## src/rtl/i2c_slave_regfile.sv

```systemverilog
// I2C target exposing NUM_REGS 8-bit registers behind an auto-incrementing pointer.
// Bus lines are oversampled on clk; a host-side port reads registers and observes writes.
module i2c_slave_regfile #(
  parameter logic [6:0] SLAVE_ADDR  = 7'b1001011,
  parameter int         NUM_REGS    = 16,
  parameter int         SYNC_STAGES = 2,
  localparam int        AW          = $clog2(NUM_REGS)
) (
  input  logic          clk,
  input  logic          reset,
  input  logic          scl_in,
  input  logic          sda_in,
  output logic          sda_oe,
  input  logic [AW-1:0] host_rd_addr,
  output logic [7:0]    host_rd_data,
  output logic          wr_strobe,
  output logic [AW-1:0] wr_addr,
  output logic [7:0]    wr_data,
  output logic          busy
);

  typedef enum logic [3:0] {
    IDLE, ADDR, ADDR_ACK, PTR, PTR_ACK, WDATA, WACK, RDATA, RACK, WAIT_STOP
  } state_t;

  state_t                      state;
  logic [SYNC_STAGES-1:0]      scl_sync, sda_sync;
  logic                        scl_d, sda_d, scl_s, sda_s;
  logic                        scl_rise, scl_fall, start_det, stop_det;
  logic [3:0]                  cnt;
  logic [7:0]                  sr, tx, byte_nxt;
  logic                        rw;
  logic [AW-1:0]               ptr;
  logic [NUM_REGS-1:0][7:0]    regs;

  assign scl_s     = scl_sync[SYNC_STAGES-1];
  assign sda_s     = sda_sync[SYNC_STAGES-1];
  assign scl_rise  = scl_s & ~scl_d;
  assign scl_fall  = ~scl_s & scl_d;
  // SCL must be high on both sides of the SDA transition
  assign start_det = scl_s & scl_d & sda_d & ~sda_s;
  assign stop_det  = scl_s & scl_d & ~sda_d & sda_s;
  assign byte_nxt  = {sr[6:0], sda_s};

  assign host_rd_data = regs[host_rd_addr];

  always_ff @(posedge clk or negedge reset) begin
    if (!reset) begin
      scl_sync <= '1;
      sda_sync <= '1;
      scl_d    <= 1'b1;
      sda_d    <= 1'b1;
    end else begin
      scl_sync <= {scl_sync[SYNC_STAGES-2:0], scl_in};
      sda_sync <= {sda_sync[SYNC_STAGES-2:0], sda_in};
      scl_d    <= scl_s;
      sda_d    <= sda_s;
    end
  end

  always_ff @(posedge clk or negedge reset) begin
    if (!reset) begin
      state     <= IDLE;
      sda_oe    <= 1'b0;
      busy      <= 1'b0;
      wr_strobe <= 1'b0;
      wr_addr   <= '0;
      wr_data   <= '0;
      ptr       <= '0;
      regs      <= '0;
      cnt       <= '0;
      sr        <= '0;
      tx        <= '0;
      rw        <= 1'b0;
    end else begin
      wr_strobe <= 1'b0;
      if (start_det) begin
        state  <= ADDR;
        cnt    <= '0;
        sda_oe <= 1'b0;
        busy   <= 1'b0;
      end else if (stop_det) begin
        state  <= IDLE;
        cnt    <= '0;
        sda_oe <= 1'b0;
        busy   <= 1'b0;
      end else begin
        case (state)
          ADDR: if (scl_rise) begin
            sr  <= byte_nxt;
            cnt <= cnt + 4'd1;
            if (cnt == 4'd7) begin
              cnt <= '0;
              if (byte_nxt[7:1] == SLAVE_ADDR && byte_nxt[7:1] != 7'h00) begin
                state <= ADDR_ACK;
                busy  <= 1'b1;
                rw    <= byte_nxt[0];
              end else begin
                state <= WAIT_STOP;
              end
            end
          end
          PTR: if (scl_rise) begin
            sr  <= byte_nxt;
            cnt <= cnt + 4'd1;
            if (cnt == 4'd7) begin
              cnt <= '0;
              if ({1'b0, byte_nxt} < 9'(NUM_REGS)) begin
                ptr   <= byte_nxt[AW-1:0];
                state <= PTR_ACK;
              end else begin
                state <= WAIT_STOP;
              end
            end
          end
          WDATA: if (scl_rise) begin
            sr  <= byte_nxt;
            cnt <= cnt + 4'd1;
            if (cnt == 4'd7) begin
              cnt       <= '0;
              regs[ptr] <= byte_nxt;
              wr_strobe <= 1'b1;
              wr_addr   <= ptr;
              wr_data   <= byte_nxt;
              state     <= WACK;
            end
          end
          // cnt = 0: waiting for the fall that opens the 9th clock; 1: holding ACK
          ADDR_ACK, PTR_ACK, WACK: if (scl_fall) begin
            if (cnt == 4'd0) begin
              sda_oe <= 1'b1;
              cnt    <= 4'd1;
            end else begin
              cnt <= '0;
              case (state)
                ADDR_ACK: if (rw) begin
                  state  <= RDATA;
                  tx     <= regs[ptr];
                  sda_oe <= ~regs[ptr][7];
                end else begin
                  state  <= PTR;
                  sda_oe <= 1'b0;
                end
                PTR_ACK: begin
                  state  <= WDATA;
                  sda_oe <= 1'b0;
                end
                default: begin
                  state  <= WDATA;
                  sda_oe <= 1'b0;
                  ptr    <= ptr + AW'(1);
                end
              endcase
            end
          end
          RDATA: begin
            if (scl_rise) cnt <= cnt + 4'd1;
            if (scl_fall) begin
              if (cnt == 4'd8) begin
                sda_oe <= 1'b0;
                cnt    <= '0;
                state  <= RACK;
              end else begin
                tx     <= {tx[6:0], 1'b0};
                sda_oe <= ~tx[6];
              end
            end
          end
          RACK: begin
            if (scl_rise) begin
              if (sda_s) state <= WAIT_STOP;
              else begin
                cnt <= 4'd1;
                ptr <= ptr + AW'(1);
              end
            end
            if (scl_fall && cnt == 4'd1) begin
              cnt    <= '0;
              tx     <= regs[ptr];
              sda_oe <= ~regs[ptr][7];
              state  <= RDATA;
            end
          end
          default: ;
        endcase
      end
    end
  end

endmodule

```

## config.mk

```make
export PLATFORM = sky130hd
export DESIGN_NAME = i2c_slave_regfile
export DESIGN_NICKNAME = d
export VERILOG_FILES = /design/src/rtl/i2c_slave_regfile.sv
export SDC_FILE = /design/constraint.sdc
export NUM_CORES = 1
export LEC_CHECK = 0
export CAP_MARGIN = 10
export CORE_MARGIN = 3
export CORE_UTILIZATION = 37
export DETAILED_ROUTE_END_ITERATION = 8
export SLEW_MARGIN = 40
export SYNTH_ARGS = -nofsm -noshare
export SYNTH_HDL_FRONTEND = slang
export SYNTH_SLANG_ARGS = --single-unit
```

## constraint.sdc

```tcl
create_clock -name clk -period 2.3 [get_ports clk]
set_input_delay 0.46 -clock clk [delete_from_list [all_inputs] [get_ports clk]]
set_output_delay 0.46 -clock clk [all_outputs]
set_load 0.01 [all_outputs]
```

; After elaboration in Yosys (flattened, before gate mapping)
; Cells that the tools add are included.
[word_totals]
ff_bits = 176
inputBits = 8
out_inout_bits = 23
wordCells = 196
[op_classes]
muxes = 78
eq_ne = 40
bitwise = 15
n_lt_le_gt_ge = 4
n_reduce_logical = 26
n_addsub = 2
[op_table]
columns = cell, count
row1 = $mux W4, 37
row2 = $bwmux W128, 1
row3 = $bmux W8 S4, 2
row4 = $mux W7, 7
row5 = $ne A4 B4 Y1 const B, 11
row6 = $demux W8 S4, 1
row7 = $ne A2 B2 Y1 const B, 13
row8 = $mux W8, 3
row9 = $pmux W4 S6, 1
row10 = $mux W1, 21
row11 = $pmux W7 S3, 1
row12 = $eq A4 B3 Y1 const B, 5
row13 = $reduce_bool A3 Y1, 6
row14 = $pmux W4 S4, 1
row15 = $ne A5 B5 Y1 const B, 3
row16 = $reduce_and A13 Y1, 1
row17 = $pmux W4 S3, 1
row18 = $reduce_and A4 Y1, 3
row19 = $reduce_and A11 Y1, 1
row20 = $lt A4 B5 Y1 const B, 2
row21 = $reduce_and A10 Y1, 1
row22 = $reduce_and A5 Y1, 2
row23 = $add A4 B1 Y4 const B, 2
row24 = $eq A4 B1 Y1 const B, 2
row25 = 19 further kinds, 37

; Logic depth before layout (Yosys ltp)
; Gate-level depths: netlist of run 1.
[depth]
ltp_word = 10
mapped_depth = 9
depth_no_buf = 8

; Worst setup path before layout of run 1
; No wires, ideal clock.
[synth_path]
path_kind = input -> output
start = in host_rd_addr[0]
end = out host_rd_data[0]
n_path_buf = 2
cell_stages = 4
arrival_ps = 2002
t_required_ps = 1840
setup_slack_ps = -162
path_cell_list = clkbuf_1 buf_2 mux4_2 mux4_2
[synth_between]
elab_chain_len = 2
[synth_rtl]
columns = item, line_no
row1 = "start, declared", 14  ; input logic [AW-1:0] host_rd_addr,
row2 = $bmux W8 S4, 45  ; assign host_rd_data = regs[host_rd_addr];
row3 = $mux W8 (implied by the code), 45
row4 = "end, declared", 15  ; output logic [7:0] host_rd_data,
; Every way passes these cells. The select of a mux whose other input is x is not followed.

; Worst setup path in the final report of run 1
[layout_path]
start = reg regs[25] (netlist bit)
end = out host_rd_data[1]
[layout_between]
elab_chain_len = 2
[layout_rtl]
columns = item, line_no
row1 = "start, declared", 34  ; logic [NUM_REGS-1:0][7:0] regs;
row2 = "start signal, assigned by index", 121  ; regs[ptr] <= byte_nxt;
row3 = $bmux W8 S4, 45
row4 = $mux W8 (implied by the code), 45
; Every way passes these cells. The select of a mux whose other input is x is not followed.

==> results.json, run 1 <==
{
  "arrival_ns": 1.97,
  "syn_nets": 710,
  "maxCapViolations": 0,
  "drtIter0Drc": 711,
  "ant_nets": 0,
  "wirelength_mm": 25.4,
  "slew_violations": 0,
  "slew_headroom": 0.650,
  "skew_ns": 0.0163,
  "fin_setup_tns_ns": -0.857,
  "die-area_um2": 27400,
  "final_common_cell": "dfrtp_1",
  "synthDistinctLibCells": 68,
  "via_count": 6465,
  "end_kind": "output port",
  "io_buffers": 30,
  "hold_viol": 2,
  "ys_ff_latch": 176,
  "tightest_slew_ns": 0.524,
  "grt_pass1_wl_mm": 40.1,
  "rows": 57,
  "clock_sinks": 176,
  "syn_area_um2": 9420,
  "fillers": 2228,
  "htreeDepth": 4,
  "setup-violations-final": 8,
  "hold_buffers": 0,
  "place_congestion": 0.876,
  "status": "complete, but fails checks",
  "grt_pass1_vias": 6673,
  "hold_class": "input port to asynchronous set/reset pin",
  "rsz0062_at_grt": "yes",
  "powerDensity_nw_per_um2": 752,
  "first_pass_iters": 5,
  "max_freq_mhz": 411,
  "seq_area_um2": 4410,
  "synth_edf_count": 0,
  "syn_avg_cell_area_um2": 13.6,
  "nets": 809,
  "p_leak_nw": 5.30,
  "post-route-period-util": 1.06,
  "holdWs_ns": -0.00655,
  "critPathRequiredTime_ns": 1.84,
  "crit_type": "flip-flop to output port",
  "grt.overflow.total": 0,
  "synth-warning-count": 0,
  "start_util": 0.382,
  "clk_latency_ns": 0.43,
  "path_clk_slew_ns": 0.07,
  "start_kind": "flip-flop",
  "critPathMaxFanout": 3,
  "multi_input_area_um2": 4750,
  "min_period_ns": 2.43,
  "wl_per_cell_um": 22.4,
  "die_h_um": 166,
  "dpl.hpwl_mm": 17.0,
  "syn2layout_area_growth_pct": 22.3,
  "layout_common_cells": "169 x dfrtp_1, 128 x mux2_2, 81 x buf_4",
  "track_usage": 0.195,
  "synth_cells": 695,
  "instances_no_fill": 1130,
  "cts_buffers": 17,
  "setup_slack_ns": -0.134,
  "irDropWorstVdd_mv": 0.485,
  "synthArstFlopShare": 1.00,
  "ios": 31,
  "vias_per_cell": 5.72,
  "grt_start_max_net_pins": 48,
  "synthFlopType": "dfrtp_1",
  "drive_gt1_frac": 0.474,
  "clockBufferDepth": 2,
  "violations": "hold timing, setup timing",
  "core_region_area_um2": 24700,
  "cts_root_buf": "clkbuf_16",
  "cts_tree": "yes",
  "antenna_found_initial": 0,
  "yosysSeqAreaShare": 0.468,
  "diodes": 0,
  "dpl.cell_count": 1085,
  "drc": 0,
  "die_w_um": 166
}
[per-stage QoR]
step	util	instance area, um2	power (mW)	setup slack [ns]
after floorplan	-	9440	5.07	0.0251
after global placement	0.436	10800	5.84	-0.702
after detailed placement	0.436	10800	5.88	-0.708
after CTS	0.466	11500	8.73	-0.140
after global routing	0.467	11500	9.12	-0.180
final	0.467	11500	8.66	-0.134
[worst max-delay path: stages (launching register included)]
cell	delay [ns]
dfrtp_1	0.42
mux4_2	0.49
mux4_2	0.50
buf_6	0.14
[Yosys cell counts, types with 2 or more instances]
cell type  instances  area [um2]
nand3_1           11        55.1
and2_1             3        18.8
o31ai_1            2        15.0
nor2_1            21        78.8
nand4_1            6        37.5
o21bai_1           2        15.0
buf_1              5        18.8
buf_2             15        75.1
nor4_1             2        12.5
ha_1               7        87.6
o21a_1             2        15.0
buf_4              2        15.0
nor2b_1            6        37.5
a31oi_1           10        62.6
mux2i_1            2        20.0
buf_6              2        22.5
nand2_1           74         278
mux2_2           128        1440
or2_2              3        18.8
or3_1              3        18.8
dfstp_2            6         158
clkbuf_1          28         105
nand2b_1           3        18.8
o211ai_2           3        37.5
o21ai_0           20         100
a21oi_1           18        90.1
mux4_2            79        1780
nor3_1             3        15.0
o211ai_1           2        15.0
inv_1             11        41.3
dfrtp_1          170        4250
or3b_2             2        17.5
nand3b_1           3        22.5
mux2_1             7        78.8
[power by group]
part           switching (mW)  total [mW]  internal (mW)
Combinational            1.35        2.38           1.03
Clock                    1.36        2.80           1.44
Sequential              0.214        3.48           3.27
[cells by family (layout without fill, tap and decap cells)]
logic type      Yosys count  in the layout  synth area share
xor+xnor                  1              1          0.000930
compound gates           80             80            0.0599
mux                     217            217             0.354
flops                   176            176             0.468
fa+ha+maj                 7              7           0.00929
simple gates            151            151            0.0785
buf+inv                  63            174            0.0295
[state kept, by name (all words and copies together), names as in the netlist]
signal,cells
busy,1
cnt,4
ptr,4
regs,128
rw,1
scl_d,1
scl_sync,2
sda_d,1
sda_oe,1
sda_sync,2
sr,7
state,4
tx,7
wr_addr,4
wr_data,8
wr_strobe,1
[final cells by class]
| class | instances | share of cell area |
|---|---|---|
| Multi-Input combinational cell | 456 | 0.412 |
| Clock buffer | 17 | 0.0369 |
| Clock inverter | 14 | 0.0125 |
| Tap cell | 324 | 0.0352 |
| Inverter | 11 | 0.00358 |
| Timing Repair Buffer | 132 | 0.117 |
| Sequential cell | 176 | 0.383 |
[path summary, 6_finish.rpt]
check                                      start                     end  slack [ns]  cells past startpoint
max                         regs[25]$_DFFE_PN0P_         host_rd_data[1]       -0.13                      3
min                                        reset  wr_data[6]$_DFFE_PN0P_      -0.007                      1
max reg2reg                 state[2]$_DFFE_PN0P_    state[3]$_DFFE_PN0P_        0.11                      7
min reg2reg                scl_sync[0]$_DFF_PN1_   scl_sync[1]$_DFF_PN1_        0.36                      0
max in group asynchronous                  reset         sda_d$_DFF_PN1_        1.65                      2
min in group clk           scl_sync[0]$_DFF_PN1_   scl_sync[1]$_DFF_PN1_        0.36                      0
[metal layers]
| metal | global-route usage | part of all wire | wire (um) | up-vias |
|---|---|---|---|---|
| li1 | - | - | - | 2825 |
| met1 | 0.263 | 0.43 | 11000 | 3413 |
| met2 | 0.325 | 0.50 | 12600 | 198 |
| met3 | 0.0397 | 0.051 | 1290 | 29 |
| met4 | 0.0484 | 0.021 | 527 | 0 |
| met5 | 0 | 0 | 0 | - |
[timing repair]
action                                 in CTS  in global routing
resized for setup                          51                  3
setup buffers                               7                  4
pin swaps                                   0                  1
endpoints found under the hold margin       0                  0
setup endpoints to repair                  14                 72
gates cloned                                3                  0
Note: power is estimated with default switching activity, not from simulation.
==> run 2, diff against run 1 <==
--- a/config.mk
+++ b/config.mk
@@ -6,6 +6,7 @@
 export NUM_CORES = 1
 export LEC_CHECK = 0
 export CAP_MARGIN = 10
+export CORE_ASPECT_RATIO = 0.75
 export CORE_MARGIN = 3
 export CORE_UTILIZATION = 37
 export DETAILED_ROUTE_END_ITERATION = 8
==> results.json, run 2 (synthesis results as in run 1) <==
{
  "status": "complete, but fails checks",
  "violations": "hold timing, setup timing",
  "ios": 31,
  "holdWs_ns": -0.00363,
  "maxCapViolations": 0,
  "grt_pass1_wl_mm": 42.3,
  "start_kind": "flip-flop",
  "layout_common_cells": "168 x dfrtp_1, 128 x mux2_2, 128 x buf_4",
  "dpl.cell_count": 1127,
  "post-route-period-util": 1.09,
  "crit_top_cell": "mux4_2",
  "syn2layout_area_growth_pct": 25.7,
  "stdcell_area_um2": 11900,
  "rsz0062_at_grt": "yes",
  "antenna_found_initial": 0,
  "vias_per_cell": 5.78,
  "htreeDepth": 4,
  "first_pass_iters": 5,
  "powerDensity_nw_per_um2": 753,
  "core_region_area_um2": 24500,
  "place_congestion": 0.946,
  "clk_latency_ns": 0.44,
  "clockBufferDepth": 2,
  "skew_ns": 0.0155,
  "dpl.hpwl_mm": 18.7,
  "grt_start_max_net_pins": 62,
  "ant_nets": 0,
  "max_freq_mhz": 399,
  "end_kind": "output port",
  "instances_no_fill": 1180,
  "io_buffers": 30,
  "tightest_slew_ns": 0.635,
  "die-area_um2": 27400,
  "slew_violations": 0,
  "cts_buffers": 17,
  "wirelength_mm": 26.7,
  "setup_slack_ns": -0.204,
  "via_count": 6826,
  "hold_class": "input port to asynchronous set/reset pin",
  "slew_headroom": 0.577,
  "rows": 49,
  "die_w_um": 190,
  "track_usage": 0.204,
  "min_period_ns": 2.50,
  "cpPeakStageDelay_ns": 0.57,
  "crit_type": "flip-flop to output port",
  "drtIter0Drc": 686,
  "p_leak_nw": 5.50,
  "arrival_ns": 2.04,
  "hold_viol": 1,
  "crit_buf_inv": 1,
  "drive_gt1_frac": 0.504,
  "place_area_um2": 10900,
  "setup-violations-final": 8,
  "path_clk_slew_ns": 0.08,
  "reg.largest.list": "regs (128), wr_data (8)",
  "irDropWorstVdd_mv": 0.414,
  "largest_reg_flops": 128,
  "clock_sinks": 176,
  "path_cells": "mux4_2 -> mux4_2 -> buf_6",
  "diodes": 0,
  "drc": 0,
  "slowest_stage": "mux4_2",
  "grt.overflow.total": 0,
  "wl_per_cell_um": 22.6,
  "final_common_cell": "dfrtp_1",
  "cts_tree": "yes",
  "cts_root_buf": "clkbuf_16",
  "cp_top_family": "multiplexers",
  "nets": 851,
  "regMostFlops": "regs",
  "critPathRequiredTime_ns": 1.84,
  "start_util": 0.384,
  "die_h_um": 144,
  "critPathMaxFanout": 2,
  "grt_pass1_vias": 7113
}
-- run 2: cell count changes in the layout (fill, tap and decap cells not counted), moves of 2 or more --
cell,previous run,this run
buf_12,16,13
buf_4,81,128
clkinv_8,2,7
clkinvlp_4,3,0
inv_6,2,0
-- run 2: path summary, 6_finish.rpt --
path	startpoint	to	slack, ns	cells past startpoint
setup / recovery	regs[127]$_DFFE_PN0P_	host_rd_data[7]	-0.20	3
max in group asynchronous	reset	regs[80]$_DFFE_PN0P_	1.57	2
hold / removal	reset	regs[19]$_DFFE_PN0P_	-0.004	1
hold reg to reg	sda_sync[0]$_DFF_PN1_	sda_sync[1]$_DFF_PN1_	0.36	0
setup reg to reg	state[1]$_DFFE_PN0P_	state[0]$_DFFE_PN0P_	0.10	5
min in group clk	sda_sync[0]$_DFF_PN1_	sda_sync[1]$_DFF_PN1_	0.36	0
-- run 2: metal layers --
layer,up-vias,track usage,part of all wire
li1,2920,-,-
met2,298,0.311,0.45
met4,0,0.0506,0.015
met5,-,0,0
met1,3577,0.295,0.45
met3,31,0.0509,0.085
-- run 2: area by class of cell --
type / count / area [um2]
Clock buffer: 17 / 425
Multi-Input combinational cell: 456 / 4760
Fill cell: 2106 / 12700
Inverter: 11 / 41.3
Clock inverter: 15 / 204
Timing Repair Buffer: 174 / 1600
Sequential cell: 176 / 4410
Tap cell: 331 / 414
-- run 2: repair_timing --
item                       CTS  global route
setup buffers               17             2
hold buffers                 0             0
gates resized for setup     52             9
gates cloned                 2             0
pin swaps                    0             2
setup endpoints to repair    8            85
-- run 2: report_power, final --
part | internal [mW] | switching (mW)
clock | 1.50 | 1.50
combinational | 1.05 | 1.34
sequential | 3.27 | 0.265
total | 5.82 | 3.11
-- run 2: worst reg2reg max path: cells and delay by family (launching register included) --
family           cells  cell delay (ns)
flip-flops           1             0.47
AND/OR/NAND/NOR      2             0.99
AO/OA/AOI/OAI        2             0.30
multiplexers         1             0.34
-- run 2: through the flow --
step | setup slack [ns] | util | total power, mW | setup TNS [ns]
2_1_floorplan | 0.0251 | - | 5.07 | 0
3_3_place_gp | -0.775 | 0.446 | 5.85 | -5.58
3_5_place_dp | -0.797 | 0.446 | 5.90 | -5.79
4_1_cts | -0.201 | 0.481 | 8.94 | -1.16
5_1_grt | -0.212 | 0.483 | 9.33 | -1.47
6_report | -0.204 | 0.483 | 8.92 | -1.10
